[config.mk]
export PLATFORM = sky130hd
export DESIGN_NAME = el2_lsu_exc_tracker_flat
export DESIGN_NICKNAME = d
export VERILOG_FILES = /design/src/rtl/el2_pkg.sv /design/src/rtl/el2_lsu_exc_tracker_if.sv /design/src/rtl/el2_lsu_imprecise_err_latch.sv /design/src/rtl/el2_lsu_exc_tracker.sv /design/src/flat_wrapper.sv
export SDC_FILE = /design/constraint.sdc
export NUM_CORES = 1
export LEC_CHECK = 0
export CAP_MARGIN = 20
export CORE_ASPECT_RATIO = 1.75
export CORE_MARGIN = 3
export CORE_UTILIZATION = 55
export CTS_BUF_LIST = sky130_fd_sc_hd__clkbuf_16
export DETAILED_ROUTE_END_ITERATION = 7
export DONT_BUFFER_PORTS = 1
export PLACE_DENSITY = 0.71
export SLEW_MARGIN = 10
export SYNTH_ARGS = -nofsm -noshare
export SYNTH_HDL_FRONTEND = slang
export SYNTH_HIERARCHICAL = 1
export SYNTH_SLANG_ARGS = --single-unit
[constraint.sdc]
create_clock -name clk -period 3.15 [get_ports clk]
set_input_delay 0.1575 -clock clk [delete_from_list [all_inputs] [get_ports clk]]
set_output_delay 0.1575 -clock clk [all_outputs]
set_load 0.05 [all_outputs]
[src/rtl/el2_pkg.sv]
// Shared types for the LSU fault tracker: the precise error packet and the imprecise-error FSM states.
package el2_pkg;

  localparam int EL2_ERR_CNT_W = 16;

  typedef struct packed {
    logic        store;
    logic        misalign;
    logic [3:0]  mscause;
    logic [31:0] addr;
  } el2_lsu_err_pkt_t;

  typedef enum logic [1:0] {
    IDLE     = 2'd0,
    PEND     = 2'd1,
    PEND_OVF = 2'd2
  } el2_imp_err_state_e;

endpackage

[src/rtl/el2_lsu_exc_tracker_if.sv]
// LSU-fault / TLU-facing signal bundle for el2_lsu_exc_tracker.
// slave = tracker side, master = LSU/TLU driver side.
interface el2_lsu_exc_tracker_if #(
  parameter int CNT_W = 16
);
  logic              lsu_pkt_d_valid;
  logic              lsu_pkt_d_store;
  logic              lsu_pkt_d_dma;
  logic              access_fault_d;
  logic              misaligned_fault_d;
  logic [3:0]        exc_mscause_d;
  logic [31:0]       start_addr_d;
  logic              flush_r;
  logic              bus_err_valid;
  logic [31:0]       bus_err_addr;
  logic              bus_err_store;
  logic              tlu_imprecise_ack;
  logic              lsu_err_r_valid;
  logic              lsu_err_r_store;
  logic              lsu_err_r_misalign;
  logic [3:0]        lsu_err_r_mscause;
  logic [31:0]       lsu_err_r_addr;
  logic              imp_err_pending;
  logic              imp_err_store;
  logic [31:0]       imp_err_addr;
  logic              imp_err_overflow;
  logic [CNT_W-1:0]  precise_err_cnt;
  logic [CNT_W-1:0]  imprecise_err_cnt;

  modport slave (
    input  lsu_pkt_d_valid, lsu_pkt_d_store, lsu_pkt_d_dma, access_fault_d,
           misaligned_fault_d, exc_mscause_d, start_addr_d, flush_r,
           bus_err_valid, bus_err_addr, bus_err_store, tlu_imprecise_ack,
    output lsu_err_r_valid, lsu_err_r_store, lsu_err_r_misalign, lsu_err_r_mscause,
           lsu_err_r_addr, imp_err_pending, imp_err_store, imp_err_addr,
           imp_err_overflow, precise_err_cnt, imprecise_err_cnt
  );

  modport master (
    output lsu_pkt_d_valid, lsu_pkt_d_store, lsu_pkt_d_dma, access_fault_d,
           misaligned_fault_d, exc_mscause_d, start_addr_d, flush_r,
           bus_err_valid, bus_err_addr, bus_err_store, tlu_imprecise_ack,
    input  lsu_err_r_valid, lsu_err_r_store, lsu_err_r_misalign, lsu_err_r_mscause,
           lsu_err_r_addr, imp_err_pending, imp_err_store, imp_err_addr,
           imp_err_overflow, precise_err_cnt, imprecise_err_cnt
  );

endinterface

[src/rtl/el2_lsu_imprecise_err_latch.sv]
// Holds the first unacknowledged imprecise bus error until the TLU acks it.
// Optional saturating error counter enabled by RV_LSU_ERR_STATS_EN.
module el2_lsu_imprecise_err_latch
  import el2_pkg::*;
#(
  parameter int CNT_W = 16
) (
  input  logic             clk,
  input  logic             rst,
  input  logic             bus_err_valid,
  input  logic [31:0]      bus_err_addr,
  input  logic             bus_err_store,
  input  logic             tlu_imprecise_ack,
  output logic             imp_err_pending,
  output logic             imp_err_store,
  output logic [31:0]      imp_err_addr,
  output logic             imp_err_overflow,
  output logic [CNT_W-1:0] imprecise_err_cnt
);

  el2_imp_err_state_e state_reg, state_next;
  logic [31:0]        addr_reg, addr_next;
  logic               store_reg, store_next;

  always_ff @(posedge clk) begin
    if (rst) begin
      state_reg <= IDLE;
      addr_reg  <= '0;
      store_reg <= 1'b0;
    end else begin
      state_reg <= state_next;
      addr_reg  <= addr_next;
      store_reg <= store_next;
    end
  end

  // An ack paired with a new error retires the old one and latches the new one in the same cycle.
  always_comb begin
    state_next = state_reg;
    addr_next  = addr_reg;
    store_next = store_reg;
    case (state_reg)
      IDLE: begin
        if (bus_err_valid) begin
          state_next = PEND;
          addr_next  = bus_err_addr;
          store_next = bus_err_store;
        end
      end
      PEND, PEND_OVF: begin
        if (tlu_imprecise_ack) begin
          if (bus_err_valid) begin
            state_next = PEND;
            addr_next  = bus_err_addr;
            store_next = bus_err_store;
          end else begin
            state_next = IDLE;
          end
        end else if (bus_err_valid) begin
          state_next = PEND_OVF;
        end
      end
      default: state_next = IDLE;
    endcase
  end

  assign imp_err_pending  = (state_reg != IDLE);
  assign imp_err_overflow = (state_reg == PEND_OVF);
  assign imp_err_store    = store_reg;
  assign imp_err_addr     = addr_reg;

`ifdef RV_LSU_ERR_STATS_EN
  logic [CNT_W-1:0] imp_cnt_reg;

  always_ff @(posedge clk) begin
    if (rst) begin
      imp_cnt_reg <= '0;
    end else if (bus_err_valid && (imp_cnt_reg != {CNT_W{1'b1}})) begin
      imp_cnt_reg <= imp_cnt_reg + CNT_W'(1);
    end
  end

  assign imprecise_err_cnt = imp_cnt_reg;
`else
  assign imprecise_err_cnt = '0;
`endif

endmodule

[src/rtl/el2_lsu_exc_tracker.sv]
// Pipelines LSU D-stage faults D->M->R into a precise TLU error packet and tracks imprecise bus errors.
// Optional saturating error counters enabled by RV_LSU_ERR_STATS_EN.
module el2_lsu_exc_tracker
  import el2_pkg::*;
#(
  parameter int CNT_W = 16
) (
  input logic                  clk,
  input logic                  rst,
  el2_lsu_exc_tracker_if.slave bus
);

  logic             valid_d;
  el2_lsu_err_pkt_t pkt_d;
  logic             valid_m_reg, valid_r_reg;
  el2_lsu_err_pkt_t pkt_m_reg, pkt_r_reg;

  assign valid_d = bus.lsu_pkt_d_valid & ~bus.lsu_pkt_d_dma &
                   (bus.access_fault_d | bus.misaligned_fault_d);

  // Misaligned wins when both faults are flagged.
  always_comb begin
    pkt_d          = '0;
    pkt_d.store    = bus.lsu_pkt_d_store;
    pkt_d.misalign = bus.misaligned_fault_d;
    pkt_d.mscause  = bus.exc_mscause_d;
    pkt_d.addr     = bus.start_addr_d;
  end

  // A flush kills whatever sits in M; a fault arriving in D during the flush still enters M.
  always_ff @(posedge clk) begin
    if (rst) begin
      valid_m_reg <= 1'b0;
      valid_r_reg <= 1'b0;
      pkt_m_reg   <= '0;
      pkt_r_reg   <= '0;
    end else begin
      valid_m_reg <= valid_d;
      valid_r_reg <= valid_m_reg & ~bus.flush_r;
      if (valid_d) begin
        pkt_m_reg <= pkt_d;
      end
      if (valid_m_reg) begin
        pkt_r_reg <= pkt_m_reg;
      end
    end
  end

  assign bus.lsu_err_r_valid    = valid_r_reg;
  assign bus.lsu_err_r_store    = pkt_r_reg.store;
  assign bus.lsu_err_r_misalign = pkt_r_reg.misalign;
  assign bus.lsu_err_r_mscause  = pkt_r_reg.mscause;
  assign bus.lsu_err_r_addr     = pkt_r_reg.addr;

`ifdef RV_LSU_ERR_STATS_EN
  logic [CNT_W-1:0] precise_cnt_reg;

  always_ff @(posedge clk) begin
    if (rst) begin
      precise_cnt_reg <= '0;
    end else if (valid_r_reg && (precise_cnt_reg != {CNT_W{1'b1}})) begin
      precise_cnt_reg <= precise_cnt_reg + CNT_W'(1);
    end
  end

  assign bus.precise_err_cnt = precise_cnt_reg;
`else
  assign bus.precise_err_cnt = '0;
`endif

  el2_lsu_imprecise_err_latch #(
    .CNT_W(CNT_W)
  ) u_imp_latch (
    .clk               (clk),
    .rst               (rst),
    .bus_err_valid     (bus.bus_err_valid),
    .bus_err_addr      (bus.bus_err_addr),
    .bus_err_store     (bus.bus_err_store),
    .tlu_imprecise_ack (bus.tlu_imprecise_ack),
    .imp_err_pending   (bus.imp_err_pending),
    .imp_err_store     (bus.imp_err_store),
    .imp_err_addr      (bus.imp_err_addr),
    .imp_err_overflow  (bus.imp_err_overflow),
    .imprecise_err_cnt (bus.imprecise_err_cnt)
  );

endmodule

[src/flat_wrapper.sv]
// flat-port wrapper written by rule: the top's interface ports become plain ports
module el2_lsu_exc_tracker_flat import el2_pkg::*;
#(
  parameter int CNT_W = 16
)
  (clk, rst, bus_lsu_pkt_d_valid, bus_lsu_pkt_d_store, bus_lsu_pkt_d_dma, bus_access_fault_d, bus_misaligned_fault_d, bus_exc_mscause_d, bus_start_addr_d, bus_flush_r, bus_bus_err_valid, bus_bus_err_addr, bus_bus_err_store, bus_tlu_imprecise_ack, bus_lsu_err_r_valid, bus_lsu_err_r_store, bus_lsu_err_r_misalign, bus_lsu_err_r_mscause, bus_lsu_err_r_addr, bus_imp_err_pending, bus_imp_err_store, bus_imp_err_addr, bus_imp_err_overflow, bus_precise_err_cnt, bus_imprecise_err_cnt);
  el2_lsu_exc_tracker_if #(.CNT_W(CNT_W)) bus_i ();
  input logic clk;
  input logic rst;
  input wire logic [$bits(bus_i.lsu_pkt_d_valid)-1:0] bus_lsu_pkt_d_valid;
  input wire logic [$bits(bus_i.lsu_pkt_d_store)-1:0] bus_lsu_pkt_d_store;
  input wire logic [$bits(bus_i.lsu_pkt_d_dma)-1:0] bus_lsu_pkt_d_dma;
  input wire logic [$bits(bus_i.access_fault_d)-1:0] bus_access_fault_d;
  input wire logic [$bits(bus_i.misaligned_fault_d)-1:0] bus_misaligned_fault_d;
  input wire logic [$bits(bus_i.exc_mscause_d)-1:0] bus_exc_mscause_d;
  input wire logic [$bits(bus_i.start_addr_d)-1:0] bus_start_addr_d;
  input wire logic [$bits(bus_i.flush_r)-1:0] bus_flush_r;
  input wire logic [$bits(bus_i.bus_err_valid)-1:0] bus_bus_err_valid;
  input wire logic [$bits(bus_i.bus_err_addr)-1:0] bus_bus_err_addr;
  input wire logic [$bits(bus_i.bus_err_store)-1:0] bus_bus_err_store;
  input wire logic [$bits(bus_i.tlu_imprecise_ack)-1:0] bus_tlu_imprecise_ack;
  output wire logic [$bits(bus_i.lsu_err_r_valid)-1:0] bus_lsu_err_r_valid;
  output wire logic [$bits(bus_i.lsu_err_r_store)-1:0] bus_lsu_err_r_store;
  output wire logic [$bits(bus_i.lsu_err_r_misalign)-1:0] bus_lsu_err_r_misalign;
  output wire logic [$bits(bus_i.lsu_err_r_mscause)-1:0] bus_lsu_err_r_mscause;
  output wire logic [$bits(bus_i.lsu_err_r_addr)-1:0] bus_lsu_err_r_addr;
  output wire logic [$bits(bus_i.imp_err_pending)-1:0] bus_imp_err_pending;
  output wire logic [$bits(bus_i.imp_err_store)-1:0] bus_imp_err_store;
  output wire logic [$bits(bus_i.imp_err_addr)-1:0] bus_imp_err_addr;
  output wire logic [$bits(bus_i.imp_err_overflow)-1:0] bus_imp_err_overflow;
  output wire logic [$bits(bus_i.precise_err_cnt)-1:0] bus_precise_err_cnt;
  output wire logic [$bits(bus_i.imprecise_err_cnt)-1:0] bus_imprecise_err_cnt;
  assign bus_i.lsu_pkt_d_valid = bus_lsu_pkt_d_valid;
  assign bus_i.lsu_pkt_d_store = bus_lsu_pkt_d_store;
  assign bus_i.lsu_pkt_d_dma = bus_lsu_pkt_d_dma;
  assign bus_i.access_fault_d = bus_access_fault_d;
  assign bus_i.misaligned_fault_d = bus_misaligned_fault_d;
  assign bus_i.exc_mscause_d = bus_exc_mscause_d;
  assign bus_i.start_addr_d = bus_start_addr_d;
  assign bus_i.flush_r = bus_flush_r;
  assign bus_i.bus_err_valid = bus_bus_err_valid;
  assign bus_i.bus_err_addr = bus_bus_err_addr;
  assign bus_i.bus_err_store = bus_bus_err_store;
  assign bus_i.tlu_imprecise_ack = bus_tlu_imprecise_ack;
  assign bus_lsu_err_r_valid = bus_i.lsu_err_r_valid;
  assign bus_lsu_err_r_store = bus_i.lsu_err_r_store;
  assign bus_lsu_err_r_misalign = bus_i.lsu_err_r_misalign;
  assign bus_lsu_err_r_mscause = bus_i.lsu_err_r_mscause;
  assign bus_lsu_err_r_addr = bus_i.lsu_err_r_addr;
  assign bus_imp_err_pending = bus_i.imp_err_pending;
  assign bus_imp_err_store = bus_i.imp_err_store;
  assign bus_imp_err_addr = bus_i.imp_err_addr;
  assign bus_imp_err_overflow = bus_i.imp_err_overflow;
  assign bus_precise_err_cnt = bus_i.precise_err_cnt;
  assign bus_imprecise_err_cnt = bus_i.imprecise_err_cnt;
  el2_lsu_exc_tracker #(.CNT_W(CNT_W)) u_core (.clk(clk), .rst(rst), .bus(bus_i));
endmodule
==> out/qor.csv, run 1 <==
metric,value,unit
yosys_register_bits,113,
vdd_drop_max,0.486,mV
switching_share,0.245,
num_io_pins,185,
die_y,133,um
finalSetupViolCount,0,
io_buffers,0,
final_common_cell,nand2b_1,
cts_setup_buffers,0,
switching_power,1.02,mW
rows,45,
synth-seq-area-share,0.447,
die_w,78.5,um
fmax,466,MHz
cap_violations,0,
critPathCaptureType,register,
grt_pass1_vias,3397,
synth.avg_cell_area,10.3,um2
fin_skew,4.62,ps
relSlewSlack,0.501,
final_cell_mix,"nand2b_1, dfxtp_1, mux2i_1",
drt_iter0_markers,156,
clockRootBuffer,clkbuf_16,
initial_core_util,0.572,
yosysTopAreaCell,dfxtp_1,
path_clk_slew,50,ps
core,8840,um2
synth_edf_count,0,
antenna_cells,0,
power.share.sequential,0.404,
clock_power_share,0.502,
fin_nets,636,
avgRoutedWirePerCell,15.2,um
ant_nets,0,
fin_crit,2150,ps
synthArstFlopShare,0,
worst_slew_pin_slew,748,ps
clock_latency,390,ps
largest_reg_flops,38,
path_max_fanout,22,
clock_sinks,113,
drv_slew,0,
cts_tree,yes,
netlist_area,5060,um2
hold_class,in -> reg,
grt_start_max_net_pins,183,
pwr_density_cell,662,nW/um2
p_leak,2.45,nW
timing.final.crit_share,0.682,
rsz0062_at_grt,false,
area_growth,24.0,%
first_pass_iters,4,
yosys.area.top_type_share,0.447,
fin_setup_tns,0,ps
grtUsageTotal,0.202,
hold_viol_final,0,
combPwrFrac,0.095,
die_area,10400,um2
postCtsResizedCells,0,
fin_total_pwr,4.15,mW
overflow,0,
postPlaceCellArea,4840,um2
worstPathRequired,3480,ps
gp_congestion,0.724,
cts_made_buffers,17,
outcome,completed,
ys.warnings.count,6,
wl,10400,um
critical_path_class,reg -> reg,
synthCells,490,
antenna_found_initial,0,
nFillCells,648,
p_int,3.14,mW
cts_buffer_depth,2,
start_kind,register,
drive_gt1_frac,0.0600,
vias,3301,
post-route-cell-area,6270,um2
drc_errors,0,
dpl.hpwl,6120,um
grt_pass1_wl,16700,um
vias_per_cell,4.83,
synthTopCellsByArea,"dfxtp_1, mux2i_1, nand2b_1",
synth_top_flop_cell,dfxtp_1,
postCtsHoldBufs,77,
worstPathArrival,2480,ps
ys_types,23,
ctsHtreeMaxLevel,4,
==> synthesized netlist by cell type, types with 2 or more instances <==
master,instances
a21oi_1,3
buf_12,5
buf_2,8
buf_4,34
buf_6,4
clkbuf_1,12
conb_1,2
dfxtp_1,113
ha_1,3
inv_1,3
mux2i_1,109
nand2b_1,140
nand3b_1,2
nor2_1,39
nor2b_1,4
o21ai_0,2
==> power by group through the flow <==
stage / clock network (mW) / logic (mW) / registers [mW]
after floorplan: 0 / 0.347 / 1.69
after global placement: 0 / 0.278 / 1.70
after detailed placement: 0 / 0.285 / 1.70
after CTS: 2.12 / 0.390 / 1.68
after global routing: 2.19 / 0.422 / 1.68
final: 2.09 / 0.393 / 1.68
==> critical path, cell delays in order (launching register included) <==
cell and delay (ps):
dfxtp_2 800, buf_4 430, nor3b_1 260, dlygate4sd3_1 590
==> stage by stage <==
stage / hold slack, ps / setup WS, ps / util / std cells
after floorplan: 234 / 1700 / - / 520
after global routing: 73.4 / 899 / 0.710 / 684
after CTS: 65.0 / 1050 / 0.710 / 684
final: 80.7 / 1000 / 0.710 / 684
after global placement: 235 / 1240 / 0.547 / 575
after detailed placement: 238 / 1170 / 0.547 / 575
==> cell type report <==
| class | instances | area (um2) | area share |
|---|---|---|---|
| Inverter | 3 | 11.3 | 0.00179 |
| Clock inverter | 15 | 221 | 0.0353 |
| Timing Repair Buffer | 79 | 803 | 0.128 |
| Sequential cell | 113 | 2260 | 0.361 |
| Clock buffer | 17 | 425 | 0.0678 |
| Multi-Input combinational cell | 340 | 2400 | 0.383 |
| Tap cell | 117 | 146 | 0.0233 |
==> worst paths after layout <==
check | slack, ps | to | cells past startpoint | from
max | 1000 | u_core/bus.lsu_err_r_valid | 3 | u_core/valid_m_reg
min | 80 | u_core/u_imp_latch/imp_err_addr[10] | 2 | bus_bus_err_valid
max reg2reg | 1000 | u_core/bus.lsu_err_r_valid | 3 | u_core/valid_m_reg
min reg2reg | 480 | u_core/pkt_m_reg[4] | 2 | u_core/pkt_m_reg[4]
==> kinds of logic (layout without fill, tap and decap cells) <==
group / Yosys count / after routing / share of synthesized area
buffers and inverters: 67 / 114 / 0.101
DFF: 113 / 113 / 0.447
other: 2 / 32 / 0.00148
adders and majority gates: 3 / 3 / 0.00742
muxes: 109 / 109 / 0.216
and+or+nand+nor: 189 / 189 / 0.218
AOI/OAI and AO/OA: 7 / 7 / 0.00940
==> layer usage <==
metal	vias to the layer above	share of wire	global-route usage
li1	1649	-	-
met1	1527	0.40	0.223
met2	117	0.52	0.348
met3	8	0.079	0.0851
met4	0	0.0093	0.0671
met5	-	0	0
(Power assumes the default switching activity.)
==> inputs of run 2 (changes only) <==
Settings changed: PLACE_DENSITY 0.71 to 0.74.
Clock period 3.15 ns to 1.7 ns, I/O delays scaled along.
==> out/qor.csv, run 2 <==
metric,value,unit,change
synthTopCellsByArea,"dfxtp_1, mux2i_1, nand2b_1",,unchanged
ys.warnings.count,6,,unchanged
netlist_area,5060,um2,unchanged
synth_top_flop_cell,dfxtp_1,,unchanged
io_buffers,0,,unchanged
cts_made_buffers,17,,unchanged
postCtsResizedCells,0,,unchanged
die_w,78.5,um,unchanged
dpl.hpwl,6690,um,was 6120 um
rows,45,,unchanged
cts_setup_buffers,0,,unchanged
die_y,133,um,unchanged
ys_types,23,,unchanged
cts_buffer_depth,2,,unchanged
yosysTopAreaCell,dfxtp_1,,unchanged
yosys.area.top_type_share,0.447,,unchanged
synth-seq-area-share,0.447,,unchanged
initial_core_util,0.572,,unchanged
synth_common_cells,"nand2b_1, dfxtp_1, mux2i_1, nor2_1, buf_4",,unchanged
haltStage,4_1_cts,,
outcome,did not finish,,was completed
synthArstFlopShare,0,,unchanged
clockRootBuffer,clkbuf_16,,unchanged
placedCellCount,619,,was 575
postCtsHoldBufs,132,,was 77
yosys_register_bits,113,,unchanged
synth.avg_cell_area,10.3,um2,unchanged
synth_edf_count,0,,unchanged
synth_most_common_cell,nand2b_1,,unchanged
error,[ERROR RSZ-0060] Max buffer count reached.,,
gp_congestion,0.719,,was 0.724
num_io_pins,185,,unchanged
ctsHtreeMaxLevel,4,,unchanged
synthCells,490,,unchanged
clock_sinks,113,,unchanged
==> run 2: cell counts after synthesis <==
No cell type changed its count.
==> run 2: cells by family after synthesis <==
family                     share of synthesized area
adders and majority gates                    0.00742
muxes                                          0.216
and+or+nand+nor                                0.218
DFF                                            0.447
AOI/OAI and AO/OA                            0.00940
buffers and inverters                          0.101
other                                        0.00148
==> run 2: per-stage QoR <==
step                utilization  worst slack, ps  cell area, um2  hold slack (ps)
global placement          0.589              183            5210              163
floorplan                     -              246            5170              161
detailed placement        0.589             61.1            5210              162
==> inputs of run 3 (changes only) <==
Settings changed: CORE_ASPECT_RATIO 1.75 to unset, CORE_UTILIZATION 55 to 40, CTS_BUF_LIST sky130_fd_sc_hd__clkbuf_16 to unset, PLACE_DENSITY 0.74 to unset, PLACE_DENSITY_LB_ADDON set to 0.15.
Clock period 1.7 ns to 2.2 ns, I/O delays scaled along.
==> out/qor.csv, run 3 (same netlist as run 1, synthesis figures left out) <==
metric,value,unit,change
grt_util_met1,0.180,,
grtUsageTotal,0.160,,
finalSetupViolCount,0,,
grt_pass1_vias,3555,,
drive_gt1_frac,0.0657,,
dpl.hpwl,6300,um,was 6690 um
drv_slew,0,,
die_area,14000,um2,
hold_slack,170,ps,
pwr_density_cell,872,nW/um2,
fin_skew,7.88,ps,
worstPathRequired,2550,ps,
first_pass_iters,4,,
ctsHtreeMaxLevel,4,,unchanged
avgRoutedWirePerCell,14.5,um,
clock_sinks,113,,unchanged
path_clk_slew,50,ps,
global_route.usage.met2,0.262,,
grt_start_max_net_pins,170,,
cap_violations,0,,
worst_slew_pin_slew,791,ps,
drc_errors,0,,
outcome,completed,,was did not finish
clockRootBuffer,clkbuf_16,,unchanged
fmax,527,MHz,
critical_path_class,reg -> reg,,
postCtsResizedCells,0,,unchanged
fin_setup_tns,0,ps,
hold_viol_final,0,,
final_common_cell,nand2b_1,,
critical_path.cell_chain,"inv_1, ha_1, a21oi_1, or3b_1, a21oi_1, dlygate4sd3_1",,
cpMaxStageDelayCell,dlygate4sd3_1,,
rows,40,,was 45
path_max_fanout,4,,
cts_made_buffers,17,,unchanged
area_growth,26.8,%,
final_cell_mix,"nand2b_1, dfxtp_1, mux2i_1",,
num_io_pins,185,,unchanged
die_w,118,um,was 78.5 um
relSlewSlack,0.472,,
drt_iter0_markers,191,,
overflow,0,,
cpPeakStageDelay,550,ps,
die_y,118,um,was 133 um
largest_reg_flops,38,,
antenna_cells,0,,
fin_nets,649,,
vias_per_cell,4.50,,
initial_core_util,0.416,,was 0.572
start_kind,register,,
cts_buffer_depth,2,,unchanged
busiest_layer,met2,,
io_buffers,0,,unchanged
clock_latency,410,ps,
core,12200,um2,
wl,10800,um,
timing.final.crit_share,0.863,,
p_leak,2.52,nW,
critPathCaptureType,register,,
vias,3355,,
antenna_found_initial,0,,
ant_nets,0,,
grt_pass1_wl,17900,um,
rsz0062_at_grt,false,,
fin_crit,1900,ps,
cts_tree,yes,,
vdd_drop_max,0.394,mV,
worstPathArrival,2250,ps,
cpMostUsedCell,a21oi_1,,
grt_use_met3,0.0656,,
gp_congestion,0.711,,was 0.719
cts_setup_buffers,0,,unchanged
hold_class,in -> reg,,
-- run 3: through the flow --
stage / utilization / area [um2] / worst slack, ps / std cells / total power, mW
finish: 0.528 / 6420 / 302 / 746 / 5.60
global route: 0.528 / 6420 / 190 / 746 / 5.82
CTS: 0.528 / 6420 / 301 / 746 / 5.66
global placement: 0.406 / 4940 / 659 / 628 / 2.85
detailed placement: 0.406 / 4940 / 551 / 628 / 2.86
floorplan: - / 5170 / 746 / 520 / 2.91
-- run 3: worst max-delay path: cells and delay by family (launching register included) --
family          cells  cell delay [ps]
fa+ha+maj           1              310
compound gates      2              210
buf+inv             2              610
flops               1              370
simple gates        1              340
-- run 3: timing repair --
item | CTS | global route
setup endpoints to repair | 0 | 0
hold endpoints to repair | 113 | 0
hold buffers | 88 | 0
-- run 3: report_power, final --
part	total, mW	internal, mW	switching (mW)
combinational	0.573	0.264	0.309
clock	2.63	1.74	0.885
sequential	2.40	2.14	0.257
total	5.60	4.15	1.45
-- run 3: cell type report --
type,instances,area [um2]
clock buffer,25,526
sequential,113,2260
clock inverter,5,50.0
inverter,3,11.3
fill,1109,5750
timing repair buffer,92,953
multi-input combinational,340,2400
tap,168,210
-- run 3: path summary, 6_finish.rpt --
kind,from,to,slack [ps],depth (start not counted)
hold reg to reg,u_core/pkt_m_reg[23],u_core/pkt_m_reg[23],470,2
setup / recovery,u_core/u_imp_latch/state_reg[1],u_core/u_imp_latch/state_reg[0],300,6
hold / removal,rst,u_core/bus.lsu_err_r_addr[3],170,2
setup reg to reg,u_core/u_imp_latch/state_reg[1],u_core/u_imp_latch/state_reg[0],300,6
-- run 3: layer usage --
layer | up-vias | wire (um)
li1 | 1669 | -
met1 | 1553 | 4540
met2 | 114 | 5230
met3 | 19 | 781
met4 | 0 | 235
met5 | - | 0
==> inputs of run 4 (changes only) <==
Settings changed: ABC_AREA set to 1.
==> out/qor.csv, run 4 <==
metric,value,unit,change
hold_class,in -> reg,,unchanged
die_y,118,um,about the same
antenna_cells,0,,unchanged
gp_congestion,0.744,,was 0.711
pwr_density_cell,972,nW/um2,was 872 nW/um2
timing.final.crit_share,0.937,,was 0.863
vias_per_cell,4.31,,was 4.50
final_cells,1005,,was 746
worst_slew_pin_slew,738,ps,was 791 ps
nFillCells,1207,,was 1109
die_w,118,um,about the same
yosys_register_bits,113,,unchanged
vdd_drop_max,0.429,mV,was 0.394 mV
final_common_cell,nor2_1,,was nand2b_1
antenna_found_initial,0,,unchanged
cts_tree,yes,,unchanged
wl,12400,um,was 10800 um
path_max_fanout,34,,was 4
drc_errors,0,,unchanged
largest_reg_flops,38,,unchanged
fmax,485,MHz,was 527 MHz
synth_top_flop_cell,dfxtp_1,,unchanged
rows,40,,unchanged
fin_setup_tns,0,ps,unchanged
vias,4327,,was 3355
worstPathArrival,2350,ps,was 2250 ps
critical_path_class,reg -> reg,,unchanged
outcome,completed,,unchanged
fin_nets,906,,was 649
power.share.sequential,0.423,,was 0.429
core,12200,um2,unchanged
synthCells,755,,was 490
clock_power_share,0.455,,was 0.469
utilization,0.528,,about the same
synth_common_cells,"nor2_1, inv_1, nand2_1, dfxtp_1, o21ai_0",,"was nand2b_1, dfxtp_1, mux2i_1, nor2_1, buf_4"
dpl.hpwl,7490,um,was 6300 um
placedCellCount,893,,was 628
critPathCaptureType,register,,unchanged
synth-seq-area-share,0.450,,was 0.447
drive_gt1_frac,0.0573,,was 0.0657
clock_latency,400,ps,was 410 ps
synthArstFlopShare,0,,unchanged
grt_start_max_net_pins,41,,was 170
fin_crit,2060,ps,was 1900 ps
area_growth,27.6,%,was 26.8%
io_buffers,0,,unchanged
cts_buffer_depth,2,,unchanged
p_leak,3.42,nW,was 2.52 nW
ys.warnings.count,6,,unchanged
drt_iter0_markers,251,,was 191
ys_types,21,,was 23
p_int,4.40,mW,was 4.15 mW
cts_made_buffers,17,,unchanged
yosys.area.top_type_share,0.450,,was 0.447
yosysTopAreaCell,dfxtp_1,,unchanged
cpPeakStageDelay,560,ps,was 550 ps
num_io_pins,185,,unchanged
start_kind,register,,unchanged
synth_most_common_cell,nor2_1,,was nand2b_1
initial_core_util,0.414,,was 0.416
rsz0062_at_grt,false,,unchanged
grtUsageTotal,0.178,,was 0.160
hold_slack,120,ps,was 170 ps
hold_viol_final,0,,unchanged
synthTopCellsByArea,"dfxtp_1, nor2_1, inv_1",,"was dfxtp_1, mux2i_1, nand2b_1"
ant_nets,0,,unchanged
overflow,0,,unchanged
netlist_area,5030,um2,was 5060 um2
die_area,14000,um2,about the same
cpMaxStageDelayCell,dlygate4sd3_1,,unchanged
first_pass_iters,4,,unchanged
worstPathRequired,2490,ps,was 2550 ps
synth.avg_cell_area,6.67,um2,was 10.3 um2
path_clk_slew,60,ps,was 50 ps
cap_violations,0,,unchanged
drv_slew,0,,unchanged
critical_path.cell_chain,"inv_1, ha_1, nand2_2, buf_8, nand2_1, nand3_1, a21oi_1, dlygate4sd3_1",,"was inv_1, ha_1, a21oi_1, or3b_1, a21oi_1, dlygate4sd3_1"
switching_share,0.295,,was 0.259
relSlewSlack,0.507,,was 0.472
avgRoutedWirePerCell,12.3,um,was 14.5 um
grt_pass1_wl,20200,um,was 17900 um
finalSetupViolCount,0,,unchanged
fin_skew,5.34,ps,was 7.88 ps
final_cell_mix,"nor2_1, nand2_1, inv_1",,"was nand2b_1, dfxtp_1, mux2i_1"
grt_pass1_vias,4156,,was 3555
combPwrFrac,0.122,,was 0.102
switching_power,1.84,mW,was 1.45 mW
postPlaceCellArea,4990,um2,was 4940 um2
ctsHtreeMaxLevel,4,,unchanged
clock_sinks,113,,unchanged
clockRootBuffer,clkbuf_16,,unchanged
post-route-cell-area,6420,um2,about the same
synth_edf_count,0,,unchanged
==> run 4: per-stage QoR <==
stage | total power [mW] | setup WS, ps
2_1_floorplan | 3.24 | 613
3_3_place_gp | 3.30 | 384
3_5_place_dp | 3.32 | 318
4_1_cts | 6.31 | 19.4
5_1_grt | 6.55 | 14.5
6_report | 6.24 | 138
==> run 4: what timing repair did <==
action,4_1_cts,5_1_grt
setup buffers,0,1
endpoints found under the setup margin,0,1
resized for setup,0,2
hold buffers,79,0
endpoints found under the hold margin,75,0
==> run 4: cells by family after synthesis <==
group           synth area share
flops                      0.450
compound gates            0.0408
fa+ha+maj                0.00746
simple gates               0.298
other cells              0.00149
buf+inv                    0.203
==> run 4: critical path: cells and delay by family (launching register included) <==
family | cells | cell delay (ps)
buf+inv | 3 | 870
flops | 1 | 350
fa+ha+maj | 1 | 350
simple gates | 3 | 310
compound gates | 1 | 60
==> run 4: per-layer routing <==
metal | part of all wire | vias up | global-route usage
li1 | - | 2258 | -
met1 | 0.44 | 1905 | 0.220
met2 | 0.46 | 142 | 0.275
met3 | 0.082 | 22 | 0.0689
met4 | 0.018 | 0 | 0.0784
met5 | 0 | - | 0
==> run 4: final cells by class <==
type,instances,area (um2),share of cell area
flip-flops and latches,113,2260,0.352
multi-input cells,455,1860,0.290
repair buffers,88,903,0.141
inverters,149,559,0.0871
clock buffers,23,498,0.0775
well taps,168,210,0.0327
clock inverters,9,128,0.0199
==> run 4: worst paths after layout <==
kind              cells past startpoint  slack, ps                             from                               to
setup reg to reg                      8        140  u_core/u_imp_latch/state_reg[0]  u_core/u_imp_latch/state_reg[0]
hold / removal                        4        120              bus_lsu_pkt_d_valid              u_core/pkt_m_reg[2]
setup / recovery                      8        140  u_core/u_imp_latch/state_reg[0]  u_core/u_imp_latch/state_reg[0]
hold reg to reg                       2        480             u_core/pkt_m_reg[20]             u_core/pkt_m_reg[20]
==> run 4: power groups by stage <==
stage | Combinational (mW) | Sequential [mW] | Clock [mW]
2_1_floorplan | 0.597 | 2.65 | 0
3_3_place_gp | 0.619 | 2.68 | 0
3_5_place_dp | 0.636 | 2.68 | 0
4_1_cts | 0.752 | 2.64 | 2.92
5_1_grt | 0.862 | 2.65 | 3.03
6_report | 0.761 | 2.64 | 2.84
